File: config.mk
export PLATFORM = sky130hd
export DESIGN_NAME = mano_timing_control_unit
export DESIGN_NICKNAME = d
export VERILOG_FILES = /design/src/rtl/mano_timing_control_unit.sv
export SDC_FILE = /design/constraint.sdc
export NUM_CORES = 1
export LEC_CHECK = 0
export ABC_AREA = 1
export CORE_MARGIN = 5
export CORE_UTILIZATION = 32
export DETAILED_ROUTE_END_ITERATION = 8
export GPL_TIMING_DRIVEN = 0
export PLACE_DENSITY = 0.78
export SYNTH_ARGS = -nofsm -noshare
export SYNTH_HDL_FRONTEND = slang
export SYNTH_SLANG_ARGS = --single-unit
File: constraint.sdc
create_clock -name clk -period 1.5 [get_ports clk]
set_input_delay 0.225 -clock clk [delete_from_list [all_inputs] [get_ports clk]]
set_output_delay 0.225 -clock clk [all_outputs]
set_load 0.02 [all_outputs]
File: src/rtl/mano_timing_control_unit.sv
// Timing and control sequencer for the basic computer: sequence counter, T/D decode,
// I and S flip-flops, and the per-cycle register, memory and bus strobes.
module mano_timing_control_unit #(
  parameter int unsigned ADDR_W       = 12,
  parameter bit          RUN_ON_RESET = 1'b1
) (
  input  logic              clk,
  input  logic              rst,
  input  logic [ADDR_W+3:0] ir,
  input  logic              dr_zero,
  input  logic              start,
  output logic [7:0]        T,
  output logic [7:0]        D,
  output logic              i_flag,
  output logic              running,
  output logic              ar_ld,
  output logic              ar_inc,
  output logic              pc_ld,
  output logic              pc_inc,
  output logic              ir_ld,
  output logic              dr_ld,
  output logic              dr_inc,
  output logic              ac_and,
  output logic              ac_add,
  output logic              ac_ld,
  output logic              mem_rd,
  output logic              mem_wr,
  output logic [2:0]        bus_sel,
  output logic              rr_exec,
  output logic              io_exec
);

  typedef enum logic {STOPPED = 1'b0, RUNNING = 1'b1} run_state_t;

  typedef enum logic [2:0] {
    BUS_NONE = 3'd0,
    BUS_AR   = 3'd1,
    BUS_PC   = 3'd2,
    BUS_DR   = 3'd3,
    BUS_AC   = 3'd4,
    BUS_IR   = 3'd5,
    BUS_MEM  = 3'd7
  } bus_src_t;

  run_state_t state, state_nxt;
  logic [2:0] sc;
  logic       i_reg;
  logic       sc_clr;
  logic       halt;
  bus_src_t   bus_src;
  logic       unused_ir_bits;

  assign unused_ir_bits = ^ir[ADDR_W-1:1];

  assign running = (state == RUNNING);
  assign i_flag  = i_reg;
  assign T       = running ? (8'd1 << sc) : '0;
  assign D       = running ? (8'd1 << ir[ADDR_W+2:ADDR_W]) : '0;
  assign bus_sel = bus_src;
  assign halt    = rr_exec & ir[0];

  always_ff @(posedge clk or posedge rst) begin
    if (rst) begin
      sc    <= '0;
      i_reg <= 1'b0;
      if (RUN_ON_RESET) state <= RUNNING;
      else              state <= STOPPED;
    end else begin
      state <= state_nxt;
      // Leaving STOPPED keeps SC at 0 so T0 is the first cycle after start.
      if (running && !sc_clr) sc <= sc + 3'd1;
      else                    sc <= '0;
      if (T[2]) i_reg <= ir[ADDR_W+3];
    end
  end

  always_comb begin
    state_nxt = state;
    case (state)
      STOPPED: if (start) state_nxt = RUNNING;
      RUNNING: if (halt)  state_nxt = STOPPED;
      default: state_nxt = STOPPED;
    endcase
  end

  always_comb begin
    ar_ld   = 1'b0;
    ar_inc  = 1'b0;
    pc_ld   = 1'b0;
    pc_inc  = 1'b0;
    ir_ld   = 1'b0;
    dr_ld   = 1'b0;
    dr_inc  = 1'b0;
    ac_and  = 1'b0;
    ac_add  = 1'b0;
    ac_ld   = 1'b0;
    mem_rd  = 1'b0;
    mem_wr  = 1'b0;
    rr_exec = 1'b0;
    io_exec = 1'b0;
    sc_clr  = 1'b0;
    bus_src = BUS_NONE;
    // Gating on rst drops every strobe the instant reset rises, even while S stays 1.
    if (running && !rst) begin
      if (T[0]) begin
        bus_src = BUS_PC;
        ar_ld   = 1'b1;
      end
      if (T[1]) begin
        mem_rd  = 1'b1;
        bus_src = BUS_MEM;
        ir_ld   = 1'b1;
        pc_inc  = 1'b1;
      end
      if (T[2]) begin
        bus_src = BUS_IR;
        ar_ld   = 1'b1;
      end
      if (T[3]) begin
        if (D[7]) begin
          sc_clr  = 1'b1;
          rr_exec = !i_reg;
          io_exec = i_reg;
        end else if (i_reg) begin
          mem_rd  = 1'b1;
          bus_src = BUS_MEM;
          ar_ld   = 1'b1;
        end
      end
      if (T[4]) begin
        if (D[0] || D[1] || D[2] || D[6]) begin
          mem_rd  = 1'b1;
          bus_src = BUS_MEM;
          dr_ld   = 1'b1;
        end
        if (D[3]) begin
          bus_src = BUS_AC;
          mem_wr  = 1'b1;
          sc_clr  = 1'b1;
        end
        if (D[4]) begin
          bus_src = BUS_AR;
          pc_ld   = 1'b1;
          sc_clr  = 1'b1;
        end
        if (D[5]) begin
          bus_src = BUS_PC;
          mem_wr  = 1'b1;
          ar_inc  = 1'b1;
        end
      end
      if (T[5]) begin
        ac_and = D[0];
        ac_add = D[1];
        ac_ld  = D[2];
        dr_inc = D[6];
        if (D[0] || D[1] || D[2]) sc_clr = 1'b1;
        if (D[5]) begin
          bus_src = BUS_AR;
          pc_ld   = 1'b1;
          sc_clr  = 1'b1;
        end
      end
      if (T[6] && D[6]) begin
        bus_src = BUS_DR;
        mem_wr  = 1'b1;
        pc_inc  = dr_zero;
        sc_clr  = 1'b1;
      end
    end
  end

endmodule

After elaboration in Yosys (flattened, before gate mapping)
Cells that the tools add are included.
Storage, ports and cells
  word-level logic and storage cells: 94
  bits in registers: 5
  output and inout bits: 35
  input port bits: 20
Operators by class
  bitwise operators: 2
  reduce and logical (&&, ||, !) cells: 9
  muxes and demuxes: 77
  add/subtract/negate cells: 1
  shifts and indexed selects: 2
Operator list (number)
  2-to-1 mux 1 bit: 58
  2-to-1 mux 3 bit: 15
  2-to-1 mux 8 bit: 2
  << shifter 1 x 3 -> 8 bit, first input constant: 2
  adder 3 x 1 -> 3 bit, second input constant: 1
  logical AND 1 bit: 3
  logical NOT 1 bit: 3
  logical OR 1 bit: 3
  2-to-1 mux 2 bit: 1
  one-hot mux 1 bit (2 select lines): 1
  bitwise AND 1 bit: 1
  inverter 1 bit: 1

Logic depth before layout (Yosys ltp)
Gate-level depths: netlist (run 1).
  depth in word-level cells: 17
  mapped depth: 11

Worst setup path after synthesis (run 1)
No wires, ideal clock.
  kind: reg-to-output
  start: register state, in the netlist running
  end: output mem_wr
  setup slack: -526 ps
  arrival time: 1801 ps
  stages on the path, launching flop included: 5
  cell sequence: dfstp_2 -> nand2_1 -> nor2_1 -> nor2_1 -> o21ai_0
On the way
  word-level cells in the longest chain between the ends: 6
  elaborated cells on any way between the ends: 9
  classes of those cells: mux: 7; reduce/logical: 2
Ends and longest elaborated chain
  start: declaration: line 45  | run_state_t state, state_nxt;
  start signal: assignment: line 69  | state <= state_nxt;
  2-to-1 mux 8 bit: line 58  | assign D = running ? (8'd1 << ir[ADDR_W+2:ADDR_W]) : '0;
  via D[3]: line 13  | output logic [7:0] D,
  2-to-1 mux 1 bit: line 136  | if (D[3]) begin
  2-to-1 mux 1 bit: line 146  | if (D[5]) begin
  2-to-1 mux 1 bit: line 130  | if (T[4]) begin
  2-to-1 mux 1 bit: line 164  | if (T[6] && D[6]) begin
  2-to-1 mux 1 bit: line 104  | if (running && !rst) begin
  end: declaration: line 27  | output logic mem_wr,
The timed path passes the listed nets, and every way through them passes these cells.

Final worst setup path (run 1)
  start: input ir[12]
  end: output bus_sel[2]
On the way
  word-level cells in the longest chain between the ends: 14
  elaborated cells on any way between the ends: 17
  classes of those cells: shift: 1; mux: 12; reduce/logical: 4
Ends and longest elaborated chain
  start: declaration: line 9  | input logic [ADDR_W+3:0] ir,
  << shifter 1 x 3 -> 8 bit *: line 58
  2-to-1 mux 8 bit *: line 58
  logical OR 1 bit (3 in a row): line 131  | if (D[0] || D[1] || D[2] || D[6]) begin
  2-to-1 mux 3 bit: line 131
  2-to-1 mux 3 bit: line 136
  2-to-1 mux 3 bit: line 141  | if (D[4]) begin
  2-to-1 mux 3 bit: line 146
  2-to-1 mux 3 bit: line 130
  2-to-1 mux 3 bit: line 158  | if (D[5]) begin
  2-to-1 mux 3 bit: line 152  | if (T[5]) begin
  2-to-1 mux 3 bit *: line 164
  2-to-1 mux 3 bit *: line 104
  end: declaration: line 28  | output logic [2:0] bus_sel,
Mark *: on every way between the ends. The rest lies on a longest branch, timed or not.

==> results of run 1 <==
## worst paths after layout
path	end	slack [ns]	cells past startpoint
worst max-delay path	bus_sel[2]	-0.73	11
worst min-delay path	sc[2]	0.31	3
worst max register to register	sc[0]	-0.26	10
worst min register to register	sc[0]	0.51	1
max in group asynchronous	running	0.97	3
min in group clk	i_flag	0.51	3
## routing by layer
layer	part of all wire, %	global-route usage, %	vias up
li1	-	-	530
met1	38	19.7	556
met2	54	37.7	52
met4	3.2	4.11	0
met3	5.0	2.59	11
met5	0	0	-
## cells in the mapped netlist (all sizes together)
cell	count	area share, %
o32ai	1	1.1
nand3	6	6.0
nand2	28	17
ha	6	9.5
buf	1	1.4
o22ai	2	1.6
o21ai	4	2.5
nor4	1	1.6
dfstp	1	3.3
nor2	28	22
nor3	8	5.0
a21oi	5	3.6
inv	24	11
a31oi	1	0.79
dfrtp	4	13
## placed cells by master, fill, tap and decap left out, types with 2 or more instances in the layout
master,n
nor2_1,9
nor2_2,3
inv_1,12
buf_12,2
clkbuf_4,3
nand3_1,4
ha_1,4
nor2_4,14
nor3_4,5
nand2_1,11
a21oi_4,2
nor2_8,2
buf_6,38
buf_4,20
nand2_4,8
o21ai_1,2
nor3_2,2
inv_4,2
a21oi_1,2
dfrtp_1,3
clkdlybuf4s50_1,5
nand2_2,7
dlygate4sd2_1,3
inv_2,9
nand2_8,2
## what timing repair did
item / CTS / global route
hold buffers: 0 / 0
cloned: 1 / 0
endpoints found under the setup margin: 39 / 38
pin swaps: 16 / 9
endpoints found under the hold margin: 0 / 0
buffers inserted: 16 / 11
resized for setup: 218 / 26
## registers in the layout (all words and copies together), names as in the netlist
| register | flops |
|---|---|
| sc | 3 |
| running | 1 |
| i_flag | 1 |
## area by class of cell
class | count | area, um2 | share of cell area [%]
Multi-Input combinational cell | 90 | 858 | 45.1
Inverter | 24 | 98.8 | 5.19
Buffer | 1 | 20.0 | 1.05
Timing Repair Buffer | 71 | 736 | 38.6
Tap cell | 30 | 37.5 | 1.97
Clock buffer | 4 | 26.3 | 1.38
Sequential cell | 5 | 128 | 6.70
## worst max-delay path: cells and delay by family
family	cells	cell delay [ns]
buffers and inverters	5	1.08
AOI/OAI and AO/OA	1	0.04
and+or+nand+nor	5	0.67
## per-stage QoR
step                      std cells  utilization [%]
after floorplan                 120                -
after global placement          193             60.0
after detailed placement        193             60.0
after CTS                       214             71.8
after global routing            225             78.3
final                           225             78.3
## power breakdown
part	internal, mW	switching, mW	total (mW)
clock network	0.101	0.0651	0.166
registers	0.197	0.0854	0.283
logic	0.962	1.24	2.20
total	1.26	1.39	2.65
## cell families (layout without fill, tap and decap cells)
group | count (synthesis) | count (layout) | synth area share, %
adders and majority gates | 6 | 6 | 9.46
DFF | 5 | 5 | 15.9
and+or+nand+nor | 71 | 71 | 52.2
buffers and inverters | 25 | 100 | 12.8
AOI/OAI and AO/OA | 13 | 13 | 9.62
==> load_flow_metrics.sql, run 1 <==
INSERT INTO impl_metrics (metric_group, metric, value, unit) VALUES
('place', 'placement.cell_area', '0.00146', 'mm2'),
('die', 'coreArea', '0.00243', 'mm2'),
('place', 'buffer_ports.inserted', '43', ''),
('synth', 'ys_seq_elements', '5', ''),
('worst_setup_path', 'r2r-start', 'running', ''),
('synth', 'synth_cell_types', '25', ''),
('sta', 'report.final.setup_viol', '37', ''),
('global_routing', 'grt_pass1_wl', '5.13', 'mm'),
('run_status', 'failed_checks', 'setup timing', ''),
('layout', 'drive_above_1_share', '68.7', '%'),
('synth', 'synth_nets', '146', ''),
('layout', 'final_cell_area', '0.00190', 'mm2'),
('sta', 'finalClockSkew', '0.00381', 'ns'),
('worst_setup_path', 'cp.required', '1.27', 'ns'),
('sta', 'timing.final.crit_share', '149', '%'),
('worst_setup_path', 'worst-setup-path-type', 'in2out', ''),
('global_routing', 'grt_start_max_net_pins', '9', ''),
('synth', 'synth_area_per_cell', '6.61', 'um2'),
('clocking', 'insertion_delay_of_the_later_clocked_pin_in_the_worst_skew_pair', '0.25', 'ns'),
('worst_setup_path', 'critPathMostFrequentCell', 'inv_2', ''),
('sta', 'grt_setup_unrepaired', 'yes', ''),
('synth', 'syn-cell-area', '793', 'um2'),
('synth', 'seq_area_frac_synth', '15.9', '%'),
('synth', 'syn-instance-count', '120', ''),
('job', 'number_of_maximum_capacitance_constraint_violations', '0', ''),
('clocking', 'cts.root.buffer_cell', 'clkbuf_4', ''),
('worst_setup_path', 'critPathSlowestCell', 'clkdlybuf4s50_1', ''),
('die', 'die_area', '0.00357', 'mm2'),
('clocking', 'h_tree_level_count', '1', ''),
('worst_setup_path', 'worstPathArrival', '2.01', 'ns'),
('power_and_ir_drop', 'powerDensity', '1390', 'mW/mm2'),
('sta', 'post-route-worst-setup-slack', '-0.731', 'ns'),
('die', 'die_height', '59.8', 'um'),
('route', 'finalWirelength', '3.98', 'mm'),
('die', 'overall_die_width', '59.8', 'um'),
('power_and_ir_drop', 'total_leakage_power', '0.950', 'nW'),
('global_routing', 'globalRouteTotalUtil', '18.6', '%'),
('sta', 'slew_headroom', '75.8', '%'),
('place', 'dp.final_hpwl', '2.26', 'mm'),
('route', 'antenna_violating_nets_post_route', '0', ''),
('worst_setup_path', 'worst_setup_path_end_kind', 'primary output', ''),
('place', 'place_ws', '-1.22', 'ns'),
('worst_setup_path', 'timing.critical_path.slowest_cell_delay', '0.57', 'ns'),
('worst_setup_path', 'worstSetupStartpointType', 'primary input', ''),
('sta', 'worstMarginPinSlew', '0.363', 'ns'),
('sta', 'hold-worst-slack', '0.308', 'ns'),
('clocking', 'cts_buffers', '3', ''),
('route', 'routed-via-count', '1149', ''),
('synth', 'synth.yosys.warnings', '0', ''),
('clocking', 'cts.sinks', '5', ''),
('clocking', 'clkSlewWorstSetupHoldPaths', '0.05', 'ns'),
('layout', 'fin_nets', '222', ''),
('sta', 'timing.final.crit_period', '2.23', 'ns'),
('power_and_ir_drop', 'finalPower', '2.65', 'mW'),
('run_status', 'run_status', 'complete, but fails checks', ''),
('global_routing', 'number_of_global_route_vias_before_repair', '1166', ''),
('layout', 'areaGrowthSynthToFinish', '140', '%'),
('sta', 'hold_viol_final', '0', ''),
('min_path', 'hold_path_class', 'in2async', ''),
('sta', 'fmax', '448', 'MHz'),
('worst_setup_path', 'critical_path.startpoint', 'ir[12]', ''),
('route', 'route.detailed.drc', '0', ''),
('route', 'drt-vias-per-instance', '5.11', ''),
('die', 'io_pins', '55', ''),
('route', 'drt-wirelength-per-cell', '17.7', 'um'),
('die', 'initial_core_util', '32.6', '%'),
('global_routing', 'grt.overflow.total', '0', ''),
('worst_setup_path', 'cells_along_the_critical_path', 'clkdlybuf4s50_1, inv_1, nor2_1, inv_2, nor2_4, nand2_4, nand2_2, inv_2, nand3_1, a21oi_2, buf_4', ''),
('route', 'initialDrtViolationCount', '44', ''),
('power_and_ir_drop', 'power.ir.vdd_worst', '0.00107', 'V'),
('sta', 'finalSetupTns', '-13.76', 'ns'),
('place', 'routabilityCongestion', '0.807', ''),
('route', 'drtPass1Iterations', '4', ''),
('layout', 'nFillCells', '140', ''),
('die', 'row_count', '18', ''),
('global_routing', 'antenna_found_initial', '0', ''),
('clocking', 'clock_tree.buffer_depth', '2', ''),
('layout', 'diodes', '0', ''),
('worst_setup_path', 'cp_max_fo', '4', ''),
('sta', 'max_slew_vio_count', '0', ''),
('clocking', 'tritoncts', 'yes', '');
Note: power is estimated with default switching activity, not from simulation.
==> inputs of run 2 (changes only) <==
--- a/config.mk
+++ b/config.mk
@@ -6,7 +6,7 @@
 export NUM_CORES = 1
 export LEC_CHECK = 0
 export ABC_AREA = 1
-export CORE_MARGIN = 5
+export CORE_MARGIN = 4
 export CORE_UTILIZATION = 32
 export DETAILED_ROUTE_END_ITERATION = 8
 export GPL_TIMING_DRIVEN = 0
==> run 2 against run 1 <==
- the run still ends with setup timing left
- highest routed layer unchanged
- fmax down 3.9%
- clock skew down 0.0017 ns
- sequential cell count unchanged
- combinational power up 15%
- first-iteration DRC count up 68%
- critical endpoint is now bus_sel[0]
- global-route usage up 2.4 points
- largest cell class unchanged
- total power up 14%
- die area down 6.6%
==> load_flow_metrics.sql, run 2 (synthesis gave the netlist of run 1 again) <==
INSERT INTO impl_metrics (metric_group, metric, value, unit) VALUES
('worst_setup_path', 'worst-setup-path-type', 'reg2out', ''),
('clocking', 'cts_buffers', '3', ''),
('layout', 'final_cell_mix', '49 x buf_6, 24 x buf_4, 14 x nor2_4', ''),
('global_routing', 'grt.overflow.total', '0', ''),
('global_routing', 'number_of_global_route_vias_before_repair', '1178', ''),
('route', 'finalWirelength', '4.86', 'mm'),
('power_and_ir_drop', 'p_clk_share', '5.8', '%'),
('sta', 'max_slew_vio_count', '0', ''),
('die', 'die_height', '57.8', 'um'),
('sta', 'fmax', '431', 'MHz'),
('layout', 'layoutNonFillerInstCount', '236', ''),
('worst_setup_path', 'cp_max_fo', '4', ''),
('route', 'drtPass1Iterations', '4', ''),
('route', 'routed-via-count', '1302', ''),
('layout', 'largest_register_ffs', '3', ''),
('sta', 'slew_headroom', '75.7', '%'),
('sta', 'post-route-worst-setup-slack', '-0.820', 'ns'),
('place', 'routabilityCongestion', '0.829', ''),
('die', 'die_area', '0.00334', 'mm2'),
('power_and_ir_drop', 'p_switching', '1.60', 'mW'),
('sta', 'hold_viol_final', '0', ''),
('worst_setup_path', 'worst_setup_path_end_kind', 'primary output', ''),
('global_routing', 'grt_start_max_net_pins', '9', ''),
('worst_setup_path', 'cp.required', '1.27', 'ns'),
('die', 'row_count', '17', ''),
('place', 'placement.cell_area', '0.00146', 'mm2'),
('clocking', 'h_tree_level_count', '1', ''),
('worst_setup_path', 'cell_family_with_most_cp_delay', 'simple AND/OR/NAND/NOR gates', ''),
('die', 'initial_core_util', '34.9', '%'),
('clocking', 'tritoncts', 'yes', ''),
('min_path', 'hold_path_class', 'in2async', ''),
('worst_setup_path', 'worstPathArrival', '2.10', 'ns'),
('route', 'route.detailed.drc', '0', ''),
('sta', 'timing.final.crit_share', '155', '%'),
('run_status', 'failed_checks', 'setup timing', ''),
('power_and_ir_drop', 'total_leakage_power', '1.02', 'nW'),
('power_and_ir_drop', 'p_seq_share', '10.1', '%'),
('global_routing', 'grt_pass1_wl', '5.47', 'mm'),
('route', 'drt-wirelength-per-cell', '20.6', 'um'),
('sta', 'finalClockSkew', '0.00212', 'ns'),
('clocking', 'cts.root.buffer_cell', 'clkbuf_4', ''),
('global_routing', 'globalRouteTotalUtil', '21.0', '%'),
('power_and_ir_drop', 'power.ir.vdd_worst', '0.00149', 'V'),
('worst_setup_path', 'worstSetupStartpointType', 'flop', ''),
('place', 'dpl.cell_count', '191', ''),
('layout', 'areaGrowthSynthToFinish', '164', '%'),
('layout', 'drive_above_1_share', '74.5', '%'),
('worst_setup_path', 'critPathSlowestCell', 'dfrtp_2', ''),
('sta', 'grt_setup_unrepaired', 'yes', ''),
('sta', 'timing.final.crit_period', '2.32', 'ns'),
('sta', 'report.final.setup_viol', '38', ''),
('layout', 'max_flop_register', 'sc', ''),
('clocking', 'clock_tree.buffer_depth', '2', ''),
('clocking', 'cts.sinks', '5', ''),
('worst_setup_path', 'cp.buffers_inverters', '2', ''),
('clocking', 'clkSlewWorstSetupHoldPaths', '0.05', 'ns'),
('power_and_ir_drop', 'internal_power', '1.43', 'mW'),
('die', 'io_pins', '55', ''),
('worst_setup_path', 'timing.critical_path.slowest_cell_delay', '0.45', 'ns'),
('layout', 'fin_nets', '235', ''),
('die', 'overall_die_width', '57.8', 'um'),
('layout', 'layout.cells.most_common', 'buf_6', ''),
('power_and_ir_drop', 'powerDensity', '1440', 'mW/mm2'),
('route', 'antenna_violating_nets_post_route', '0', ''),
('clocking', 'insertion_delay_of_the_later_clocked_pin_in_the_worst_skew_pair', '0.26', 'ns'),
('die', 'coreArea', '0.00228', 'mm2'),
('layout', 'nFillCells', '73', ''),
('power_and_ir_drop', 'pwr-share-comb', '84.1', '%'),
('job', 'number_of_maximum_capacitance_constraint_violations', '0', ''),
('place', 'buffer_ports.inserted', '43', ''),
('worst_setup_path', 'cells_along_the_critical_path', 'inv_1, ha_4, nand3_4, nor2_4, nor2_4, nand3_2, nand2_1, nand2_1, nand2_2, a21oi_4, buf_6', ''),
('clocking', 'cts_hold_buf', '0', ''),
('route', 'initialDrtViolationCount', '74', ''),
('route', 'drt-vias-per-instance', '5.52', ''),
('layout', 'diodes', '0', ''),
('sta', 'worstMarginPinSlew', '0.365', 'ns'),
('layout', 'final_cell_area', '0.00209', 'mm2'),
('place', 'dp.final_hpwl', '2.13', 'mm'),
('run_status', 'run_status', 'complete, but fails checks', ''),
('power_and_ir_drop', 'sw_frac_of_total', '52.8', '%'),
('global_routing', 'antenna_found_initial', '0', '');
run 2: cell types whose count changed in the layout (fill, tap and decap cells not counted), moves of 2 or more:
cell / delta
inv_4: +2
nand3_1: -2
nand3_2: +2
nand2_4: -3
buf_4: +4
nand2_8: +3
inv_1: -2
buf_6: +11
run 2: metrics by stage:
| step | setup TNS [ns] | power (mW) | hold WS, ns | util [%] | setup WS (ns) |
|---|---|---|---|---|---|
| after CTS | -10.63 | 2.54 | 0.303 | 80.8 | -0.597 |
| final | -15.55 | 3.02 | 0.352 | 92.0 | -0.820 |
| after global routing | -16.89 | 3.16 | 0.368 | 92.0 | -0.898 |
| after detailed placement | -24.54 | 2.03 | 0.506 | 64.0 | -1.20 |
| after floorplan | -3.87 | 1.47 | 0.0893 | - | -0.288 |
| after global placement | -23.54 | 2.00 | 0.477 | 64.0 | -1.17 |
run 2: what timing repair did:
item | in CTS | in global routing
resized for setup | 242 | 31
setup buffers | 24 | 18
endpoints found under the setup margin | 39 | 38
pin swaps | 18 | 12
run 2: area by class of cell:
cell class / instances / area, um2 / area share [%]
plain buffers: 1 / 20.0 / 0.956
clock buffers: 4 / 26.3 / 1.25
inverters: 24 / 104 / 4.96
multi-input cells: 90 / 917 / 43.8
flip-flops and latches: 5 / 129 / 6.15
well taps: 28 / 35.0 / 1.67
repair buffers: 84 / 863 / 41.2
run 2: per-layer routing:
metal	GRT usage [%]	part of all wire (%)
met5	0	0
met3	6.01	9.3
met1	21.4	35
met2	40.2	51
met4	7.28	4.9
run 2: path summary, 6_finish.rpt:
| kind | endpoint | slack [ns] | startpoint | cells past startpoint |
|---|---|---|---|---|
| hold reg to reg | sc[0] | 0.53 | sc[0] | 1 |
| min in group clk | i_flag | 0.50 | ir[15] | 3 |
| hold / removal | sc[2] | 0.35 | rst | 3 |
| setup reg to reg | sc[0] | -0.37 | running | 11 |
| max in group asynchronous | running | 0.79 | rst | 4 |
| setup / recovery | bus_sel[0] | -0.82 | sc[2] | 11 |
run 2: worst min-delay path, cell delays in order:
cell	delay (ns)
dlygate4sd2_1	0.35
clkinvlp_4	0.20
buf_4	0.16
run 2: power by group through the flow:
stage | clock, mW | combinational, mW | sequential (mW)
after global routing | 0.187 | 2.66 | 0.307
after CTS | 0.170 | 2.08 | 0.283
after detailed placement | 0 | 1.75 | 0.280
after global placement | 0 | 1.72 | 0.275
after floorplan | 0 | 1.19 | 0.283
final | 0.177 | 2.54 | 0.305
